**src/rtl/clken_gen_pkg.sv**
```systemverilog
// Shared types for the clock-enable generator: sequencer state encoding.
package clken_gen_pkg;

    typedef enum logic [1:0] {
        ST_WAIT_LOCK = 2'd0,
        ST_STABLE    = 2'd1,
        ST_RUN       = 2'd2,
        ST_LOST      = 2'd3
    } state_t;

endpackage

```
**src/rtl/clken_gen_if.sv**
```systemverilog
// Divisor configuration bus of clken_gen, plus the phase-realign pulse.
// cfg_wr is a one-cycle strobe with no backpressure; every write is answered one
// cycle later by exactly one pulse: cfg_ack (applied) or cfg_err (channel out of range).
interface clken_gen_if #(
    parameter int CH_W  = 2,
    parameter int CNT_W = 16
);
    logic             cfg_wr;
    logic [CH_W-1:0]  cfg_ch;
    logic [CNT_W-1:0] cfg_div;
    logic             sync_all;
    logic             cfg_ack;
    logic             cfg_err;

    modport master (
        output cfg_wr, cfg_ch, cfg_div, sync_all,
        input  cfg_ack, cfg_err
    );

    modport slave (
        input  cfg_wr, cfg_ch, cfg_div, sync_all,
        output cfg_ack, cfg_err
    );
endinterface

```
**src/rtl/clken_gen_div_ch.sv**
```systemverilog
// One enable channel: down-counter plus shadow divisor. The divisor in force for
// the running period lives only in cnt, so a new value never truncates a period.
module clken_gen_div_ch #(
    parameter int               CNT_W       = 16,
    parameter logic [CNT_W-1:0] DIV_INIT_CH = CNT_W'(10)
) (
    input  logic             clk,
    input  logic             reset_async,
    input  logic             run_en,
    input  logic             sync,
    input  logic             wr,
    input  logic [CNT_W-1:0] wr_div,
    output logic             clken
);
    logic [CNT_W-1:0] cnt;
    logic [CNT_W-1:0] shadow;
    logic [CNT_W-1:0] div_next;
    logic [CNT_W-1:0] reload;

    // A write in the reload cycle itself is already the divisor for the next period.
    always_comb begin
        div_next = wr ? wr_div : shadow;
        reload   = (div_next <= CNT_W'(1)) ? '0 : div_next - CNT_W'(1);
    end

    assign clken = run_en && (cnt == '0);

    always_ff @(posedge clk or posedge reset_async) begin
        if (reset_async) begin
            cnt    <= '0;
            shadow <= DIV_INIT_CH;
        end else begin
            if (wr) begin
                shadow <= wr_div;
            end
            if (!run_en || sync) begin
                cnt <= '0;
            end else if (cnt == '0) begin
                cnt <= reload;
            end else begin
                cnt <= cnt - CNT_W'(1);
            end
        end
    end
endmodule

```
**src/rtl/clken_gen.sv**
```systemverilog
// Clock-enable generator with lock-qualified reset sequencing: NUM_CH phase-aligned
// enable strobes, released only after MMCM lock has been stable for LOCK_STABLE cycles.
module clken_gen
    import clken_gen_pkg::*;
#(
    parameter int                        NUM_CH      = 4,
    parameter int                        CH_W        = 2,
    parameter int                        CNT_W       = 16,
    parameter logic [NUM_CH*CNT_W-1:0]   DIV_INIT    = {4{16'd10}},
    parameter int                        LOCK_STABLE = 1024,
    parameter int                        LOCK_W      = 11
) (
    input  logic              clk,
    input  logic              reset_async,
    input  logic              clk_locked,
    clken_gen_if.slave        cfg,
    output logic [NUM_CH-1:0] clken,
    output logic              run,
    output logic              reset_sync,
    output state_t            state_dbg
);
    logic              lock_meta;
    logic              lock_s;
    state_t            state;
    state_t            state_n;
    logic [LOCK_W-1:0] lock_cnt;
    logic [NUM_CH-1:0] ch_sel;
    logic              cfg_hit;
    logic              cfg_ack_q;
    logic              cfg_err_q;
    logic              run_en;

    always_ff @(posedge clk or posedge reset_async) begin
        if (reset_async) begin
            lock_meta <= 1'b0;
            lock_s    <= 1'b0;
        end else begin
            lock_meta <= clk_locked;
            lock_s    <= lock_meta;
        end
    end

    always_comb begin
        state_n = state;
        case (state)
            ST_WAIT_LOCK: if (lock_s) state_n = ST_STABLE;
            ST_STABLE: begin
                if (!lock_s) begin
                    state_n = ST_WAIT_LOCK;
                end else if (lock_cnt == LOCK_W'(LOCK_STABLE - 1)) begin
                    state_n = ST_RUN;
                end
            end
            ST_RUN:  if (!lock_s) state_n = ST_LOST;
            ST_LOST: state_n = ST_WAIT_LOCK;
            default: state_n = ST_WAIT_LOCK;
        endcase
    end

    // run/reset_sync come from the next state so they toggle on the state-entry edge.
    always_ff @(posedge clk or posedge reset_async) begin
        if (reset_async) begin
            state      <= ST_WAIT_LOCK;
            lock_cnt   <= '0;
            run        <= 1'b0;
            reset_sync <= 1'b1;
        end else begin
            state      <= state_n;
            run        <= (state_n == ST_RUN);
            reset_sync <= (state_n != ST_RUN);
            if (state == ST_WAIT_LOCK) begin
                lock_cnt <= '0;
            end else if (state == ST_STABLE && lock_s) begin
                lock_cnt <= lock_cnt + LOCK_W'(1);
            end
        end
    end

    assign run_en    = (state == ST_RUN);
    assign state_dbg = state;

    for (genvar i = 0; i < NUM_CH; i++) begin : g_ch
        assign ch_sel[i] = cfg.cfg_wr && (cfg.cfg_ch == CH_W'(i));

        clken_gen_div_ch #(
            .CNT_W       (CNT_W),
            .DIV_INIT_CH (DIV_INIT[i*CNT_W +: CNT_W])
        ) u_ch (
            .clk         (clk),
            .reset_async (reset_async),
            .run_en      (run_en),
            .sync        (cfg.sync_all),
            .wr          (ch_sel[i]),
            .wr_div      (cfg.cfg_div),
            .clken       (clken[i])
        );
    end

    assign cfg_hit = |ch_sel;

    always_ff @(posedge clk or posedge reset_async) begin
        if (reset_async) begin
            cfg_ack_q <= 1'b0;
            cfg_err_q <= 1'b0;
        end else begin
            cfg_ack_q <= cfg.cfg_wr && cfg_hit;
            cfg_err_q <= cfg.cfg_wr && !cfg_hit;
        end
    end

    assign cfg.cfg_ack = cfg_ack_q;
    assign cfg.cfg_err = cfg_err_q;
endmodule

```
**src/flat_wrapper.sv**
```systemverilog
// flat-port wrapper written by rule: the top's interface ports become plain ports
module clken_gen_flat import clken_gen_pkg::*;
#(
    parameter int                        NUM_CH      = 4,
    parameter int                        CH_W        = 2,
    parameter int                        CNT_W       = 16,
    parameter logic [NUM_CH*CNT_W-1:0]   DIV_INIT    = {4{16'd10}},
    parameter int                        LOCK_STABLE = 1024,
    parameter int                        LOCK_W      = 11
)
  (clk, reset_async, clk_locked, clken, run, reset_sync, state_dbg, cfg_cfg_wr, cfg_cfg_ch, cfg_cfg_div, cfg_sync_all, cfg_cfg_ack, cfg_cfg_err);
  clken_gen_if #(.CH_W(CH_W), .CNT_W(CNT_W)) cfg_i ();
  input  logic clk;
  input  logic reset_async;
  input  logic clk_locked;
  output logic [NUM_CH-1:0] clken;
  output logic run;
  output logic reset_sync;
  output state_t state_dbg;
  input wire logic [$bits(cfg_i.cfg_wr)-1:0] cfg_cfg_wr;
  input wire logic [$bits(cfg_i.cfg_ch)-1:0] cfg_cfg_ch;
  input wire logic [$bits(cfg_i.cfg_div)-1:0] cfg_cfg_div;
  input wire logic [$bits(cfg_i.sync_all)-1:0] cfg_sync_all;
  output wire logic [$bits(cfg_i.cfg_ack)-1:0] cfg_cfg_ack;
  output wire logic [$bits(cfg_i.cfg_err)-1:0] cfg_cfg_err;
  assign cfg_i.cfg_wr = cfg_cfg_wr;
  assign cfg_i.cfg_ch = cfg_cfg_ch;
  assign cfg_i.cfg_div = cfg_cfg_div;
  assign cfg_i.sync_all = cfg_sync_all;
  assign cfg_cfg_ack = cfg_i.cfg_ack;
  assign cfg_cfg_err = cfg_i.cfg_err;
  clken_gen #(.NUM_CH(NUM_CH), .CH_W(CH_W), .CNT_W(CNT_W), .DIV_INIT(DIV_INIT), .LOCK_STABLE(LOCK_STABLE), .LOCK_W(LOCK_W)) u_core (.clk(clk), .reset_async(reset_async), .clk_locked(clk_locked), .cfg(cfg_i), .clken(clken), .run(run), .reset_sync(reset_sync), .state_dbg(state_dbg));
endmodule
```
**config.mk**
```make
export PLATFORM = sky130hd
export DESIGN_NAME = clken_gen_flat
export DESIGN_NICKNAME = d
export VERILOG_FILES = /design/src/rtl/clken_gen_pkg.sv /design/src/rtl/clken_gen_if.sv /design/src/rtl/clken_gen_div_ch.sv /design/src/rtl/clken_gen.sv /design/src/flat_wrapper.sv
export SDC_FILE = /design/constraint.sdc
export NUM_CORES = 1
export LEC_CHECK = 0
export CAP_MARGIN = 30
export CORE_ASPECT_RATIO = 0.6
export CORE_MARGIN = 5
export CORE_UTILIZATION = 60
export DETAILED_ROUTE_END_ITERATION = 10
export PLACE_DENSITY = 0.78
export SYNTH_ARGS = -nofsm -noshare
export SYNTH_HDL_FRONTEND = slang
export SYNTH_SLANG_ARGS = --single-unit
```
**constraint.sdc**
```tcl
create_clock -name clk -period 11.8 [get_ports clk]
set_clock_uncertainty 0.05 [all_clocks]
set_input_delay 2.36 -clock clk [delete_from_list [all_inputs] [get_ports clk]]
set_output_delay 2.36 -clock clk [all_outputs]
set_load 0.05 [all_outputs]
```
==> out/results.ini <==
[timing]
relSlewSlack_pct=32.61
timing.final.ws_setup_ns=6.008
rsz0062_at_grt=false
finalSetupTns_ns=0
tightest_slew_ns=1.011
fmax_mhz=172.6
slew_violations=0
finalCritPeriodShare_pct=49.09
setup_violations=0
hold_viol=0
period_minus_slack_ns=5.792

[clocking]
cts-root-buf=clkbuf_16
clockBufferDepth=2
insertion_delay_ns=0.43
htreeDepth=4
cts_sinks=147
post_cts_buffers=0
cts_tree=built
ctsHoldBuffers=0
postCtsResizedCells=0
cts_buffers=17
cts.clk_slew.worst_paths_ns=0.06

[detailed_routing]
wl_met1_um=11270
vias=7831
initialDrtViolationCount=1103
drt-pass1-iter-count=5
route.met3.wl_um=2418
via_per_inst=6.295
remaining_drc_errors=0
topRoutingLayerUsed=met4
met2WireLength_um=9560
wl_um=23700
antenna_left=0
post_drt_wl_per_cell_um=19.05

[synthesis]
synth_nets=1069
synth_area_sq_um=8771
synth_seq_area_share_pct=42.07
yosysUniqueCellTypes=73
synth_seq_cells=147
ys.flop_type=dfrtp_1
ys_top_cells_by_count=nand2_1 (219), dfrtp_1 (138), nor2_1 (83)
synthCells=1037
yosysWarningCount=0
yosysTopAreaCell=dfrtp_1
synth.most_common_cell=nand2_1
ys_top_cells_by_area=dfrtp_1 (39%), nand2_1 (9.4%), xnor2_1 (4.5%)
synth-edff-count=0
synthArstFlopShare_pct=100.0
syn_avg_cell_area_sq_um=8.458
synth_top_area_share_pct=39.37

[power]
p_int_mw=0.9381
p_sw_mw=0.3964
max-vdd-ir-drop_uv=87.80
leakagePower_nw=4.467
combPwrFrac_pct=16.4
power_density_nw_per_um2=137.7
clkPwrFrac_pct=39.8
switching_share_pct=29.70
seqPwrFrac_pct=43.8

[finish]
final-seq-area_sq_um=3690
final_area_sq_um=9694
final_net_count=1065
fill_cells=1175
multi_input_area_sq_um=4711
n_antenna_cell=0
syn_to_final_growth_pct=10.53
drive_gt1_share_pct=6.597

[place]
portBuffers=32
place_congestion=0.9156
placed_cell_area_sq_um=9120
pre_cts_slack_ns=6.472
dpl.hpwl_um=16380

[floorplan]
ios=33
start_util_pct=60.82
dieWidth_um=166.1
die_h_um=103.7
fp-row-count=34
fp.coreArea_sq_um=14420
die-area_sq_um=17220

[worst_hold_path]
min_path_type=register to register
worstHoldStart=u_core.lock_meta$_DFF_PP0_
whs_endpoint=u_core.lock_s$_DFF_PP0_
min_path_cells=0

[setup_path]
cp-start-kind=register
path_cells=or4_1, nor3_1, nand4b_1, nor2_1, clkdlybuf4s50_1
cp_slowest_cell=clkdlybuf4s50_1
regToRegEndpoint=u_core.g_ch[3].u_ch.cnt[13]$_DFF_PP0_
crit_required_ns=9.39
reg2reg_from=u_core.g_ch[3].u_ch.cnt[10]$_DFF_PP0_
slowest_delay_ns=0.84
reg2reg_depth=6
worstPathArrival_ns=3.38
setup.worst_path.end_class=primary output
rrSetupSlack_ns=8.55
critical_path_class=register to primary output
worstPathMaxFanout=17

[job]
drv_cap=0

[grt]
grt_max_degree=99
grt_antenna_before_repair=0
grt_pass1_wl_um=38440
grt_overflow=0
grt_pass1_vias=7205
grt_util_all_layers_pct=27.30

[run_status]
status=completed

-- state kept, by name (all words and copies together), names as in the netlist --
register                 cells
u_core.lock_s                1
u_core.lock_cnt             11
u_core.cfg.cfg_err           1
u_core.reset_sync            1
u_core.cfg.cfg_ack           1
u_core.g_ch.u_ch.shadow     64
u_core.run                   1
u_core.g_ch.u_ch.cnt        64
u_core.lock_meta             1
u_core.state_dbg             2
-- per-stage QoR --
step	utilization (%)	std cells	hold slack, ns	total power [mW]
final	67.22	1244	0.3019	1.335
after global routing	67.22	1244	0.3162	1.389
after CTS	67.22	1244	0.3045	1.333
after detailed placement	63.24	1212	0.2911	0.8024
after global placement	63.24	1212	0.2848	0.7991
after floorplan	-	1037	0.2812	0.7396
-- per-layer routing --
metal  vias to the layer above  global-route usage (%)
li1                       3660                       -
met1                      3715                   43.02
met2                       399                   36.00
met3                        57                   7.766
met4                         0                   7.887
met5                         -                       0
-- worst max-delay path: cells and delay by family, from the launching register on --
kind	cells	cell delay (ns)
buffers and inverters	1	0.84
and+or+nand+nor	4	1.70
DFF	1	0.42
-- kinds of logic (layout without fill, tap and decap cells) --
family	Yosys count	in the layout	share of synthesized area [%]
buf+inv	89	98	4.279
compound gates	179	179	13.47
flops	147	147	42.07
fa+ha+maj	9	9	1.284
xor+xnor	78	78	7.789
mux	24	24	2.810
simple gates	510	510	28.26
other cells	1	1	0.04275
-- cell usage in the layout, fill, tap and decap left out, types with 10 or more instances in the layout --
master / netlist / routed
clkdlybuf4s50_1: 0 / 32
or4_1: 14 / 14
nand2_1: 219 / 219
nor3_1: 49 / 49
inv_1: 29 / 28
nor2_1: 83 / 83
nand3_1: 17 / 17
o22ai_1: 29 / 29
o21ai_0: 33 / 33
xnor2_1: 45 / 45
dfrtp_1: 138 / 138
mux2i_1: 19 / 19
a21oi_1: 41 / 41
nand4_1: 16 / 16
clkbuf_16: 0 / 17
xor2_1: 33 / 33
a22oi_1: 10 / 10
nor4_1: 38 / 38
-- area by class of cell --
class	instances	area share (%)
clock inverters	10	1.033
multi-input cells	801	48.59
well taps	198	2.556
flip-flops and latches	147	38.06
inverters	29	1.174
repair buffers	37	3.691
clock buffers	22	4.892
-- power by group through the flow --
stage,combinational (mW),clock [mW],sequential (mW)
3_5_place_dp,0.212,0,0.590
4_1_cts,0.214,0.537,0.582
3_3_place_gp,0.209,0,0.590
5_1_grt,0.241,0.559,0.590
6_report,0.219,0.531,0.585
2_1_floorplan,0.160,0,0.580
-- worst max path at each step --
stage / start / slack [ns] / cells after the start / to
finish: u_core.g_ch[3].u_ch.cnt[10]$_DFF_PP0_ / 6.01 / 5 / clken[3]
global route: u_core.g_ch[3].u_ch.cnt[4]$_DFF_PP0_ / 5.78 / 4 / clken[3]
CTS: u_core.g_ch[3].u_ch.cnt[10]$_DFF_PP0_ / 6.03 / 5 / clken[3]
detailed placement: cfg_cfg_ch[0] / 6.47 / 7 / u_core.g_ch[1].u_ch.cnt[11]$_DFF_PP0_
global placement: u_core.g_ch[3].u_ch.cnt[10]$_DFF_PP0_ / 6.52 / 5 / clken[3]
floorplan: reset_async / 5.45 / 1 / u_core.cfg.cfg_ack$_DFF_PP0_
No activity file was read; power rests on OpenSTA's default activity.
